**src/rtl/router_pkg.sv**
```systemverilog
// Shared router definitions: direction indices, packet layout and request type.
package router_pkg;

   localparam int unsigned PKT_W     = 64;
   localparam int unsigned REQ_W     = 5;
   localparam int unsigned HOP_W     = 8;
   localparam int unsigned RSVD_W    = 5;
   localparam int unsigned PAYLOAD_W = 40;

   // Request bit positions, shared with the output controllers
   localparam int unsigned DIR_PE = 0;
   localparam int unsigned DIR_S  = 1;
   localparam int unsigned DIR_N  = 2;
   localparam int unsigned DIR_E  = 3;
   localparam int unsigned DIR_W  = 4;

   // Virtual-channel bit; odd buffer carries vc=1
   localparam int unsigned VC_BIT = 63;

   typedef logic [REQ_W-1:0] req_t;

   // Packet layout, MSB first: vc, xdir (0=E,1=W), ydir (0=N,1=S), reserved, hopx, hopy, payload
   typedef struct packed {
      logic                 vc;
      logic                 xdir;
      logic                 ydir;
      logic [RSVD_W-1:0]    rsvd;
      logic [HOP_W-1:0]     hopx;
      logic [HOP_W-1:0]     hopy;
      logic [PAYLOAD_W-1:0] payload;
   } pkt_t;

   // One-hot request for a direction index
   function automatic req_t dir_req(input int unsigned dir);
      return req_t'(1) << dir;
   endfunction

endpackage

```
**src/rtl/route_compute.sv**
```systemverilog
// XY route computation: picks the output direction and consumes one hop.
module route_compute
   import router_pkg::*;
(
   input  pkt_t pkt_in,
   output req_t req,
   output pkt_t pkt_out
);

   // X first, then Y, else deliver locally; guards keep hops from wrapping
   always_comb begin
      pkt_out = pkt_in;
      req     = dir_req(DIR_PE);
      if (pkt_in.hopx != '0) begin
         req          = pkt_in.xdir ? dir_req(DIR_W) : dir_req(DIR_E);
         pkt_out.hopx = pkt_in.hopx - HOP_W'(1);
      end else if (pkt_in.hopy != '0) begin
         req          = pkt_in.ydir ? dir_req(DIR_S) : dir_req(DIR_N);
         pkt_out.hopy = pkt_in.hopy - HOP_W'(1);
      end
   end

endmodule

```
**src/rtl/ipctrl.sv**
```systemverilog
// Input port controller: two parity-interleaved single-entry buffers between
// the upstream link and the output controllers.
module ipctrl
   import router_pkg::*;
(
   input  logic             clk,
   input  logic             reset,
   input  logic             polarity,
   input  logic             send_in,
   input  logic [PKT_W-1:0] data_in,
   output logic             ready_in,
   output logic [REQ_W-1:0] req,
   input  logic [REQ_W-1:0] clear,
   output logic [PKT_W-1:0] data_out,
   output logic             vc_err
);

   logic even_vld, odd_vld;
   req_t even_req, odd_req;
   pkt_t even_pkt, odd_pkt;

   req_t rc_req;
   pkt_t rc_pkt;
   pkt_t link_pkt;

   logic off_vld;
   req_t off_req;
   pkt_t off_pkt;

   logic wr_en;
   logic clr_en;
   logic vc_bad;

   assign link_pkt = pkt_t'(data_in);

   route_compute u_route (
      .pkt_in  (link_pkt),
      .req     (rc_req),
      .pkt_out (rc_pkt)
   );

   // Link writes the odd buffer on even cycles and vice versa; switch sees the other one
   always_comb begin
      ready_in = polarity ? ~even_vld : ~odd_vld;
      off_vld  = polarity ? odd_vld  : even_vld;
      off_req  = polarity ? odd_req  : even_req;
      off_pkt  = polarity ? odd_pkt  : even_pkt;
      req      = off_vld ? off_req : '0;
      data_out = off_vld ? PKT_W'(off_pkt) : '0;
   end

   assign wr_en  = send_in & ready_in;
   assign clr_en = |(clear & req);
   // Expected vc equals target parity, which is ~polarity
   assign vc_bad = wr_en & (data_in[VC_BIT] == polarity);

   // Buffer state: write and clear always hit different buffers in one cycle
   always_ff @(posedge clk or negedge reset) begin
      if (!reset) begin
         even_vld <= 1'b0;
         odd_vld  <= 1'b0;
         even_req <= '0;
         odd_req  <= '0;
         even_pkt <= '0;
         odd_pkt  <= '0;
      end else begin
         if (wr_en && !polarity) begin
            odd_vld <= 1'b1;
            odd_req <= rc_req;
            odd_pkt <= rc_pkt;
         end
         if (wr_en && polarity) begin
            even_vld <= 1'b1;
            even_req <= rc_req;
            even_pkt <= rc_pkt;
         end
         if (clr_en && !polarity) even_vld <= 1'b0;
         if (clr_en && polarity)  odd_vld  <= 1'b0;
      end
   end

   // Sticky wrong-virtual-channel flag
   always_ff @(posedge clk or negedge reset) begin
      if (!reset) vc_err <= 1'b0;
      else if (vc_bad) vc_err <= 1'b1;
   end

endmodule
```
**config.mk**
```make
export PLATFORM = sky130hd
export DESIGN_NAME = ipctrl
export DESIGN_NICKNAME = d
export VERILOG_FILES = /design/src/rtl/router_pkg.sv /design/src/rtl/route_compute.sv /design/src/rtl/ipctrl.sv
export SDC_FILE = /design/constraint.sdc
export NUM_CORES = 1
export LEC_CHECK = 0
export BUFFER_PORTS_ARGS = -buffer_cell sky130_fd_sc_hd__buf_4
export CORE_MARGIN = 2
export CORE_UTILIZATION = 60
export CTS_CLUSTER_SIZE = 10
export DETAILED_ROUTE_END_ITERATION = 8
export GPL_TIMING_DRIVEN = 1
export MAX_ROUTING_LAYER = met4
export PLACE_DENSITY = 0.85
export REMOVE_ABC_BUFFERS = 1
export SETUP_SLACK_MARGIN = 0.2
export SLEW_MARGIN = 10
export SYNTH_ARGS = -nofsm -noshare
export SYNTH_HDL_FRONTEND = slang
export SYNTH_HIERARCHICAL = 1
export SYNTH_SLANG_ARGS = --single-unit
```
**constraint.sdc**
```tcl
create_clock -name clk -period 2.5 [get_ports clk]
set_input_delay 0.125 -clock clk [delete_from_list [all_inputs] [get_ports clk]]
set_output_delay 0.125 -clock clk [all_outputs]
set_load 0.1 [all_outputs]
```
# After elaboration in Yosys (flattened, before gate mapping)
# Cells that the tools add are included.
# totals
inputBits	73
out_inout_bits	71
register_bits	141
wordCells	54
# classes
bitwise_logic	5
n_reduce_logical	10
add_sub_neg	2
eq_ne	1
muxes	17
# op_table
op	n
$mux 64	2
$mux 5	5
$mux 8	3
$reduce_bool 8->1	2
$sub 8x1->8 const B	2
$mux 1	6
$and 5x5->5	1
$reduce_or 5->1	1
$logic_and 1x1->1	4
$reduce_bool 2->1	2
$mux 3	1
$and 1x1->1	2
$not 1->1	2
$eq 1x1->1	1
$logic_not 1->1	1

# Longest topological paths before layout
# depth
word_depth	6
ltp_mapped	8
mapped_depth_nobuf	6

# Hierarchy
# The synthesis kept the hierarchy.
# by_module_without_submodules
mod	cells_per_inst	seq_area_each_um2	instances	area_per_inst_um2
ipctrl	475	3528.4	1	6419.9
route_compute	117	0.0	1	843.3

# Least setup slack after synthesis
# Ideal clock, no wire load.
# synth_timing
path_kind	input-to-output
start	in polarity
end	out req[4]
n_path_buf	3
slack_ns	-0.309
arrival_ns	2.684
stages	4
required_ns	2.375
cell_sequence	buf_6 -> buf_6 -> buf_2 -> o21ai_0
# synth_via
elab_chain_cells	2
word_cells_on_any_way	3
cone_classes	3 x mux
# synth_rtl
element	line_no	rtl
from (decl)	ipctrl.sv:8	input logic polarity,
$mux 5 or $mux 1 (tied branches)	ipctrl.sv:46, ipctrl.sv:45	
$mux 5 *	ipctrl.sv:48	req = off_vld ? off_req : '0;
to (decl)	ipctrl.sv:12	output logic [REQ_W-1:0] req,
# Every way passes the cells marked *; elsewhere a longest branch is shown, timed or not.

# Final worst setup path
# layout_timing
start	reg odd_vld
end	out data_out[4]
# layout_via
elab_chain_cells	2
# layout_rtl
element	line_no	rtl
from (decl)	ipctrl.sv:18	logic even_vld, odd_vld;
from (signal assigned)	ipctrl.sv:61	odd_vld <= 1'b0;
from (signal assigned)	ipctrl.sv:68	odd_vld <= 1'b1;
from (signal assigned)	ipctrl.sv:78	if (clr_en && polarity) odd_vld <= 1'b0;
$mux 1	ipctrl.sv:45	off_vld = polarity ? odd_vld : even_vld;
$mux 64	ipctrl.sv:49	data_out = off_vld ? PKT_W'(off_pkt) : '0;
to (decl)	ipctrl.sv:14	output logic [PKT_W-1:0] data_out,
# No other way between the ends.

==> impl_results.md <==
- Top delay family on crit path: simple AND/OR/NAND/NOR gates
- Postcts setup bufs: 0
- Initial Util: 0.6098
- Post-Route Skew: around 5.6 ps
- Initial antenna violation count: 0
- 1st-iter DRT viols: between 300 and 400
- Drt pass-1 iters: 4
- Total gr overflow: 0
- I/O Buffers: approximately 140
- Die width: around 110 um
- Yosys reg bits: 141
- CTS buffer count: 17
- Vias in the first global route: roughly 5400
- H-tree levels: 4
- Area contributors post-synth: dfrtp_1 (49%), mux2_2 (20%), mux2i_1 (9.6%)
- RSZ-0062 raised after global routing: no
- Hold_ws: 128.6 ps
- Nets: between 800 and 900
- Clock sink total: ~140
- Global-route wire length before repair: 26160 um
- HPWL after DPL: approximately 10000 um
- Register area share after synthesis: 0.4858
- Ant diodes: 0
- Die area: 0.01300 mm2
- Final cell count without fillers: 891
- CTS tree: done
- Crit Path Max Fanout: just under 50
- Vias per std cell: around 5.5
- Largest net degree at the start of global routing: just over 70
- Crit path DAT: just under 2000 ps
- Register clock-pin slew on the reported worst setup and hold paths: approximately 60 ps
- Least-Margin Pin Slew: ~620 ps
- Endpoints failing setup: 0
- Post-synthesis cell count: a little under 600
- Asr flop ratio synth: 1.000
- Root buf cell: clkbuf_16
- Min Tclk post-route: between 2000 and 2500 ps
- CORE AREA: roughly 0.012 mm2
- Nature of the critical path endpoint: primary output
- Vias: roughly 5000
- Max-cap viol count: 0
- Count leader, synth: dfrtp_1
- Core Rows: 40
- # DRC: 0
- Clock Latency Late Sink: 410 ps
- Detail Route Antenna Nets: 0
- Ys Warns: 6
- Slowest stage delay, CP: around 470 ps
- Chip height: about 110 um
- CP Class: reg2out
- Synth area leader: dfrtp_1
- Reg area: between 0.003 and 0.004 mm2
- Crit path max-delay cell type: dfrtp_2
- Fin area: roughly 0.0091 mm2
- Critical Path, Cell by Cell: nand2_1 > and2_4 > buf_12 > nor2_1 > buf_4
- WP buf/inv: 2
- EDFF count, synth: 0
- Primary FF master, synth: dfrtp_1
- Total negative setup slack: 0 ps
- Yosys top cell area share: 0.4858
- WL per Instance: around 18 um
- Area post-placement: about 0.008 mm2
- RePlAce Congestion: between 0.8 and 0.9
- Worst hold-check path type: in2reg
- Proportion of layout cells with a drive suffix above 1: 0.4422
- Fin crit share: 0.8460
- Area of the multi-input gates: 0.003128 mm2
- Placed insts: between 800 and 900
- Final Max Tran Viols: 0
- Avg Inst Size Synth: between 10 and 15 um2
- Status: completed
- Wirelength, routed: approximately 16000 um
- Gr usage total: 0.2630
- CTS max path bufs: 2
- Top cells by count, synth: dfrtp_1 (141), mux2_2 (131), nor2_1 (76)
- Post-Syn Area: 0.007263 mm2
- Count of cell types in the netlist: 44
- Ports: 144
- Fin. Hold Viols: 0
- Slew HR: 0.5844
- Fmax: roughly 0.47 GHz
- Required @ worst endpoint: between 2000 and 2500 ps
- Filler instances: about 730
- Setup crit start kind: flop
- P&R area growth vs syn: 25.89%
area by class of cell:
| class | instances | area share |
|---|---|---|
| Multi-Input combinational cell | 362 | 0.3421 |
| Tap cell | 147 | 0.02011 |
| Clock inverter | 13 | 0.01273 |
| Clock buffer | 19 | 0.04953 |
| Inverter | 8 | 0.003284 |
| Sequential cell | 141 | 0.3860 |
| Timing Repair Buffer | 201 | 0.1862 |
logic make-up after synthesis:
logic type	Yosys count	share of synthesized area
AOI/OAI and AO/OA	20	0.01878
xor gates and xnor gates	3	0.003618
adders and majority gates	2	0.003445
buffers and inverters	89	0.08390
DFF	141	0.4858
muxes	216	0.3228
and+or+nand+nor	121	0.08165
what timing repair did:
| item | 4_1_cts | 5_1_grt |
|---|---|---|
| endpoints found under the hold margin | 140 | 0 |
| resized for setup | 4 | 2 |
| hold buffers | 50 | 0 |
| setup endpoints to repair | 7 | 47 |
placed cells by master, fill, tap and decap left out, drive strengths merged:
cell type	n
buf	151
mux2	146
dfrtp	141
nor2	76
mux2i	70
dlygate4sd3	50
clkbuf	19
nand2	10
inv	10
o21ai	7
clkinvlp	6
nand3	6
clkinv	4
nor4	4
a21oi	4
nand3b	3
xnor2	3
or4	3
nand2b	3
and2	3
nor3	3
a22oi	2
o22ai	2
nor2b	2
nand4	2
ha	2
nor3b	2
a21boi	2
o21bai	1
bufinv	1
nor4b	1
or3b	1
o211ai	1
and4b	1
or3	1
o31ai	1
path summary, 6_finish.rpt:
kind / start / to / slack (ps) / cells past startpoint
max: odd_vld / data_out[4] / 380 / 5
min: data_in[48] / even_pkt[48] / 130 / 3
max reg2reg: odd_vld / odd_pkt[28] / 870 / 3
min reg2reg: odd_pkt[62] / odd_pkt[62] / 490 / 1
max in group asynchronous: reset / even_req[1] / 1430 / 3
min in group asynchronous: reset / odd_pkt[11] / 240 / 2
flip-flops by register name, indices dropped and copies added (netlist names):
signal and cells:
even_pkt 64, odd_pkt 64, even_req 5, odd_req 5, even_vld 1, odd_vld 1
vc_err 1
layer usage:
| metal | global-route usage | up-vias | wire length, um |
|---|---|---|---|
| met4 | 0.08618 | 0 | 217 |
| met2 | 0.4512 | 138 | 8446 |
| met1 | 0.3158 | 2496 | 6712 |
| met3 | 0.04782 | 20 | 596 |
| li1 | - | 2290 | - |
| met5 | - | - | 0 |
through the flow:
step	util	setup WS [ps]
final	0.7676	384.9
after CTS	0.7672	241.8
after detailed placement	0.6764	614.0
after global placement	0.6764	641.7
after global routing	0.7676	301.2
after floorplan	-	-591.0
tightest hold or removal path: stages:
cell and delay [ps]:
buf_4 100, xnor2_1 130, mux2_2 140
Power is left out: the tool's default activity adds up to more than one toggle a clock period on the data nets, which glitch-free logic cannot reach.
